`config.mk`:
```
export PLATFORM = sky130hd
export DESIGN_NAME = ppu_pipe
export DESIGN_NICKNAME = d
export VERILOG_FILES = /design/src/rtl/ppu_pipe.sv
export SDC_FILE = /design/constraint.sdc
export NUM_CORES = 1
export LEC_CHECK = 0
export BUFFER_PORTS_ARGS = -buffer_cell sky130_fd_sc_hd__buf_4
export CAP_MARGIN = 25
export CORE_MARGIN = 2
export CORE_UTILIZATION = 30
export CTS_CLUSTER_DIAMETER = 30
export DETAILED_ROUTE_END_ITERATION = 12
export PLACE_DENSITY = 0.5
export SYNTH_ARGS = -nofsm -noshare
export SYNTH_HDL_FRONTEND = slang
export SYNTH_SLANG_ARGS = --single-unit
```
`constraint.sdc`:
```
create_clock -name clk -period 4 [get_ports clk]
set_clock_uncertainty 0.15 [all_clocks]
set_input_delay 0.6 -clock clk [delete_from_list [all_inputs] [get_ports clk]]
set_output_delay 0.6 -clock clk [all_outputs]
set_load 0.02 [all_outputs]
```
`src/rtl/ppu_pipe.sv`:
```
// Two-stage post-processing pipe: lane mask, ReLU, arithmetic-shift requant, zero-point, clamp.
// Define PPU_ROUND_EN to add round-half-up before the shift; default build floors.
module ppu_pipe #(
    parameter int unsigned LANES = 2,
    parameter int unsigned IN_W  = 16,
    parameter int unsigned OUT_W = 8,
    parameter int unsigned SF_W  = 6
) (
    input  logic                  clk,
    input  logic                  rst,
    input  logic                  in_valid,
    output logic                  in_ready,
    input  logic [LANES*IN_W-1:0] in_data,
    input  logic [LANES-1:0]      in_lane_en,
    input  logic [SF_W-1:0]       scaling_factor,
    input  logic [OUT_W-1:0]      zero_point,
    input  logic                  relu_en,
    input  logic                  need_ppu,
    output logic                  out_valid,
    input  logic                  out_ready,
    output logic [LANES*IN_W-1:0] out_data,
    output logic [15:0]           sat_cnt,
    input  logic                  sat_clr
);
    localparam int unsigned YW = IN_W + 1;
    localparam int unsigned ZW = IN_W + 2;
    localparam int unsigned CW = $clog2(LANES + 1);

    logic                  s1_valid_q, s1_valid_d;
    logic                  s1_bypass_q, s1_bypass_d;
    logic [LANES*YW-1:0]   s1_y_q, s1_y_d;
    logic [OUT_W-1:0]      s1_zp_q, s1_zp_d;
    logic                  out_valid_q, out_valid_d;
    logic [LANES*IN_W-1:0] out_data_q, out_data_d;
    logic [CW-1:0]         s2_nflag_q, s2_nflag_d;
    logic [15:0]           sat_cnt_q, sat_cnt_d;

    logic                  s2_load;
    logic                  in_fire;
    logic signed [YW-1:0]  s1_x;
    int unsigned           s1_sh;
    logic signed [YW-1:0]  s2_y;
    logic signed [ZW-1:0]  s2_z;
    logic [OUT_W-1:0]      s2_res;
    logic [16:0]           sat_sum;

    assign s2_load  = !out_valid_q || out_ready;
    assign in_ready = !rst && (!s1_valid_q || s2_load);
    assign in_fire  = in_valid && in_ready;

    // Bypass beats park the raw lane (sign-extended) in the y field.
    always_comb begin : s1_comb
        s1_valid_d  = in_ready ? in_valid : s1_valid_q;
        s1_bypass_d = s1_bypass_q;
        s1_y_d      = s1_y_q;
        s1_zp_d     = s1_zp_q;
        s1_x        = '0;
        s1_sh       = 32'(scaling_factor);
        // Shifts beyond IN_W give the same sign fill as IN_W.
        if (s1_sh > IN_W) s1_sh = IN_W;
        if (in_fire) begin
            s1_bypass_d = !need_ppu;
            s1_zp_d     = zero_point;
            for (int k = 0; k < LANES; k++) begin
                s1_x = {in_data[k*IN_W+IN_W-1], in_data[k*IN_W +: IN_W]};
                if (!need_ppu) begin
                    s1_y_d[k*YW +: YW] = s1_x;
                end else begin
                    if (!in_lane_en[k] || (relu_en && s1_x[YW-1])) s1_x = '0;
`ifdef PPU_ROUND_EN
                    if (s1_sh != 0) s1_x = s1_x + (YW'(1) << (s1_sh - 1));
`endif
                    s1_y_d[k*YW +: YW] = s1_x >>> s1_sh;
                end
            end
        end
    end

    always_comb begin : s2_comb
        out_valid_d = s2_load ? s1_valid_q : out_valid_q;
        out_data_d  = out_data_q;
        s2_nflag_d  = s2_nflag_q;
        s2_y        = '0;
        s2_z        = '0;
        s2_res      = '0;
        if (s2_load && s1_valid_q) begin
            s2_nflag_d = '0;
            for (int k = 0; k < LANES; k++) begin
                s2_y = s1_y_q[k*YW +: YW];
                if (s1_bypass_q) begin
                    out_data_d[k*IN_W +: IN_W] = s2_y[IN_W-1:0];
                end else begin
                    s2_z = {s2_y[YW-1], s2_y} + {{(ZW-OUT_W){1'b0}}, s1_zp_q};
                    if (s2_z[ZW-1]) begin
                        s2_res     = '0;
                        s2_nflag_d = s2_nflag_d + CW'(1);
                    end else if (|s2_z[ZW-2:OUT_W]) begin
                        s2_res     = '1;
                        s2_nflag_d = s2_nflag_d + CW'(1);
                    end else begin
                        s2_res = s2_z[OUT_W-1:0];
                    end
                    out_data_d[k*IN_W +: IN_W] = {{(IN_W-OUT_W){1'b0}}, s2_res};
                end
            end
        end
    end

    always_comb begin : sat_comb
        sat_sum   = {1'b0, sat_cnt_q} + 17'(s2_nflag_q);
        sat_cnt_d = sat_cnt_q;
        if (sat_clr) begin
            sat_cnt_d = '0;
        end else if (out_valid_q && out_ready) begin
            sat_cnt_d = sat_sum[16] ? 16'hFFFF : sat_sum[15:0];
        end
    end

    always_ff @(posedge clk or posedge rst) begin
        if (rst) begin
            s1_valid_q  <= 1'b0;
            s1_bypass_q <= 1'b0;
            s1_y_q      <= '0;
            s1_zp_q     <= '0;
            out_valid_q <= 1'b0;
            out_data_q  <= '0;
            s2_nflag_q  <= '0;
            sat_cnt_q   <= '0;
        end else begin
            s1_valid_q  <= s1_valid_d;
            s1_bypass_q <= s1_bypass_d;
            s1_y_q      <= s1_y_d;
            s1_zp_q     <= s1_zp_d;
            out_valid_q <= out_valid_d;
            out_data_q  <= out_data_d;
            s2_nflag_q  <= s2_nflag_d;
            sat_cnt_q   <= sat_cnt_d;
        end
    end

    assign out_valid = out_valid_q;
    assign out_data  = out_data_q;
    assign sat_cnt   = sat_cnt_q;
endmodule

```
======== Word level (Yosys, flattened, before mapping) ========
Cells that the tools add are included.
storage, ports and cells
  flip-flop bits (word level) ............. 95
  input bits .............................. 55
  output and inout bits ................... 50
  logic and storage cells ................. 59
cells by class
  $add $sub $neg .......................... 4
  order comparisons ....................... 1
  shift-type cells ........................ 2
  mux-type cells .......................... 25
  reductions and logical operators ........ 19
operators with widths
  kind                                                count
  two-way mux 17 bit                                  8
  two-way mux 16 bit                                  5
  >>> shifter 17 x 32 -> 17 bit                       2
  adder 17 x 9 -> 18 bit                              2
  two-way mux 8 bit                                   4
  OR reduction 9 bit                                  2
  adder 16 x 2 -> 17 bit                              1
  two-way mux 2 bit                                   4
  > comparator 6 x 5 -> 1 bit, second input constant  1
  logical AND 1 bit                                   6
  zero test 1 bit                                     6
  two-way mux 6 bit                                   1
  logical OR 1 bit                                    4
  two-way mux 1 bit                                   3
  adder 2 x 1 -> 2 bit, second input constant         1
  nonzero test 2 bit                                  1

======== Depth between registers and ports, before layout ========
  word-level depth ........................ 10
  depth in mapped cells ................... 13
  mapped depth without buffers ............ 12

======== Worst setup path after synthesis ========
OpenSTA, ideal clock, no wires.
  path kind ............................... in2reg
  from .................................... input rst
  to ...................................... register s1_y_q[0]
  setup time .............................. 124 ps
  data arrival time ....................... 3787 ps
  data required time ...................... 3726 ps
  slack ................................... -61 ps
  stages .................................. 7
  path buffers ............................ 1
  path through ............................ inv_1 -> o211a_1 -> nand2_1 -> clkbuf_1 -> a31oi_1 -> o21ai_0 -> nor3b_1
on the way
  longest elaborated chain between the ends .. 3
ends and longest elaborated chain
  what                              RTL line  RTL
  start: declaration                10        input logic rst,
  zero test 1 bit (no source line)  n/a
  logical AND 1 bit                 48        assign in_ready = !rst && (!s1_valid_q || s2_load);
  logical AND 1 bit                 49        assign in_fire = in_valid && in_ready;
  end signal: assignment            132       s1_y_q <= s1_y_d;
  end: declaration                  31        logic [LANES*YW-1:0] s1_y_q, s1_y_d;
No other way between the ends.
A chain may end at the register's enable or synchronous reset.

======== Worst setup path in the final report ========
  from .................................... register s1_y_q[21]
  to ...................................... register s2_nflag_q[0]
on the way
  longest elaborated chain between the ends .. 5
ends and longest elaborated chain
  what                      RTL line  RTL
  adder 17 x 9 -> 18 bit *  93        s2_z = {s2_y[YW-1], s2_y} + {{(ZW-OUT_W){1'b0}}, s1_zp_q};
  OR reduction 9 bit        97        end else if (|s2_z[ZW-2:OUT_W]) begin
  two-way mux 2 bit         97
  two-way mux 2 bit *       94        if (s2_z[ZW-1]) begin
  two-way mux 2 bit *       90        if (s1_bypass_q) begin
  end signal: assignment    136       s2_nflag_q <= s2_nflag_d;
  end: declaration          35        logic [CW-1:0] s2_nflag_q, s2_nflag_d;
Mark *: on every way between the ends. The rest lies on a longest branch, timed or not.

==> results.py <==
metrics = {
    "floorplanning": {
        "die_w_um": 156,
        "die_h_um": 156,
        "rows": 55,
        "initial_core_util_pct": 30.5,
        "core_mm2": 0.0226,
        "dieArea_mm2": 0.0242,
        "io-pin-count": 105,
    },
    "synth": {
        "synthTopCellsByArea": "dfrtp_1 34%, nand2_1 7.0%, mux2i_1 5.2%, a21oi_1 4.9%, o21ai_0 4.6%",
        "ys_ff_latch": 93,
        "syn_nets": 901,
        "yosysSeqAreaShare_pct": 33.8,
        "async_reset_ff_share_pct": 100,
        "syn_area_mm2": 0.00689,
        "synth_cell_types": 68,
        "yosysTopAreaCellShare_pct": 33.8,
        "synth_area_per_cell_um2": 8.36,
        "synth_cells": 824,
        "synth_ff_type": "dfrtp_1",
        "synth_edf_count": 0,
        "yosys_warnings": 0,
        "synth_top_area_cell": "dfrtp_1",
    },
    "final_layout": {
        "drive_gt1_share_pct": 16.9,
        "final_area_mm2": 0.00825,
        "mostFrequentLayoutCells": "128 x nand2_1, 115 x buf_4, 93 x dfrtp_1, 73 x nor2_1, 67 x a21oi_1",
        "final_common_cell": "nand2_1",
        "num_antenna_cells": 0,
        "seq_area_mm2": 0.00233,
        "final_nets": 980,
        "area_growth_pct": 19.7,
        "multi_input_area_mm2": 0.00430,
        "nFillCells": 2390,
        "layout.cells.non_filler": 1192,
    },
    "timing": {
        "finalCritPeriodShare_pct": 85.3,
        "rsz0062_at_grt": "false",
        "whs_ns": 0.258,
        "max_freq_mhz": 293,
        "fin_ws_ns": 0.589,
        "tightest_slew_ns": 0.867,
        "final_max_slew_viol_count": 0,
        "period_needed_ns": 3.41,
        "setup_violations": 0,
        "tns_ns": 0,
        "hold_viol_final": 0,
        "slew_headroom_pct": 42.2,
    },
    "route": {
        "wl_met2_um": 9670,
        "vias_per_cell": 5.57,
        "top_layer": "met4",
        "dr.pass1.iters": 5,
        "drtIter0Drc": 440,
        "ant_nets": 0,
        "wl_met3_um": 1060,
        "wirelength_um": 22100,
        "avgRoutedWirePerCell_um": 18.6,
        "m1WireLength_um": 10900,
        "drc": 0,
        "via_count": 6636,
    },
    "placed_design": {
        "gp_congestion": 0.897,
        "placed_area_mm2": 0.00793,
        "port_buffers": 104,
        "placed_cells": 1177,
        "dpl.hpwl_um": 17000,
        "preCtsSetupSlack_ns": 0.644,
    },
    "critical_path": {
        "cp-start-kind": "flop",
        "critPathRequiredTime_ns": 4.09,
        "path_class": "reg2reg",
        "worst-path-max-fanout": 9,
        "end_kind": "flop",
        "crit_arrival_ns": 3.50,
    },
    "clock_tree": {
        "cts_hold_buf": 0,
        "clk_latency_ns": 0.35,
        "cts_resized": 0,
        "clk_transition_reported_paths_ns": 0.07,
        "cts_buffers": 9,
        "cts-root-buf": "clkbuf_16",
        "cts_tree": "done",
        "cts_buffer_depth": 2,
        "cts_setup_buffers": 0,
        "cts_sinks": 93,
        "cts_max_level": 3,
    },
    "power_and_ir_drop": {
        "p_leak_nw": 3.81,
        "peakVddDrop_mv": 0.230,
        "power_density_mw_per_mm2": 438,
    },
    "grt": {
        "grt.total_usage_pct": 18.6,
        "antenna_found_initial": 0,
        "grt_pass1_vias": 6260,
        "grt_pass1_wl_um": 35600,
        "grt_overflow": 0,
        "grt_max_degree": 69,
    },
    "outcome": {
        "status": "finished clean",
    },
    "hold_path": {
        "hp-class": "in2async",
    },
    "flow_run": {
        "max_cap_viol_count": 0,
    },
}
==> cell families (layout without fill, tap and decap cells) <==
kind of cell | Yosys count | after routing | synth area share (%)
simple gates | 353 | 353 | 24.3
buf+inv | 61 | 144 | 3.78
fa+ha+maj | 22 | 22 | 4.32
mux | 56 | 56 | 11.8
compound gates | 227 | 227 | 20.5
flops | 93 | 93 | 33.8
xor+xnor | 12 | 12 | 1.53
==> state kept, by name, summed over array words and instances (netlist names) <==
name	flops
sat_cnt	16
out_data	32
s1_valid_q	1
s1_y_q	32
s1_bypass_q	1
s2_nflag_q	2
out_valid	1
s1_zp_q	8
==> area by class of cell <==
class | instances | area share, %
multi-input combinational | 670 | 52.2
sequential | 93 | 28.2
timing repair buffer | 117 | 10.8
tap | 285 | 4.32
clock buffer | 11 | 2.94
clock inverter | 4 | 0.880
inverter | 12 | 0.592
==> power breakdown <==
group | switching (W) | internal [W] | leakage (nW)
clock network | 0.000359 | 0.000561 | 0.152
logic | 0.000793 | 0.000578 | 2.48
registers | 0.000203 | 0.00112 | 1.17
==> cells in the mapped netlist (3+ instances only) <==
cell      number
nand2_1      128
dfrtp_1       93
nor2_1        73
a21oi_1       67
o21ai_0       63
nand3_1       49
mux2i_1       36
clkbuf_1      35
and3_1        25
nor3_1        20
ha_1          19
a211oi_1      15
inv_1         12
o22ai_1       11
mux4_1        10
a31oi_1        9
or3_1          8
xnor2_1        8
a21o_1         7
buf_2          7
mux4_2         7
nor3b_1        7
a211o_1        6
a311oi_1       6
and4_1         6
nand2b_1       6
o211ai_1       6
o21a_1         6
and2_1         5
nor2b_1        5
nand4_1        4
o221ai_1       4
or2_2          4
xor2_1         4
buf_1          3
fa_1           3
mux2_2         3
==> path summary, 6_finish.rpt <==
check	from	end	slack [ns]	cells after the start
max in group asynchronous	rst	sat_cnt[1]	2.26	4
max	s1_y_q[21]	s2_nflag_q[0]	0.59	10
max reg2reg	s1_y_q[21]	s2_nflag_q[0]	0.59	10
min	rst	out_data[15]	0.26	3
min reg2reg	out_data[25]	out_data[25]	0.32	2
min in group clk	zero_point[6]	s1_zp_q[6]	0.30	3
==> metrics by stage <==
stage / util [%] / power [W]
floorplan: - / 0.00219
CTS: 36.5 / 0.00366
detailed placement: 35.1 / 0.00272
global placement: 35.1 / 0.00271
global route: 36.5 / 0.00386
finish: 36.5 / 0.00362
==> worst max-delay path, stage by stage (launching register included) <==
cell and delay (ns):
dfrtp_1 0.43, ha_1 0.38, a2111oi_0 0.57, o21ai_0 0.29, a31oi_1 0.27, mux2i_1 0.25, nand4_2 0.27, ha_1 0.36
nand2b_1 0.07, o21ai_0 0.07, a22o_1 0.19
==> routing by layer <==
metal / GRT usage, % / vias to the layer above
met2: 28.0 / 225
li1: - / 3207
met1: 27.8 / 3175
met4: 5.77 / 0
met5: 0 / -
met3: 2.22 / 29
Note: power is estimated with default switching activity, not from simulation.
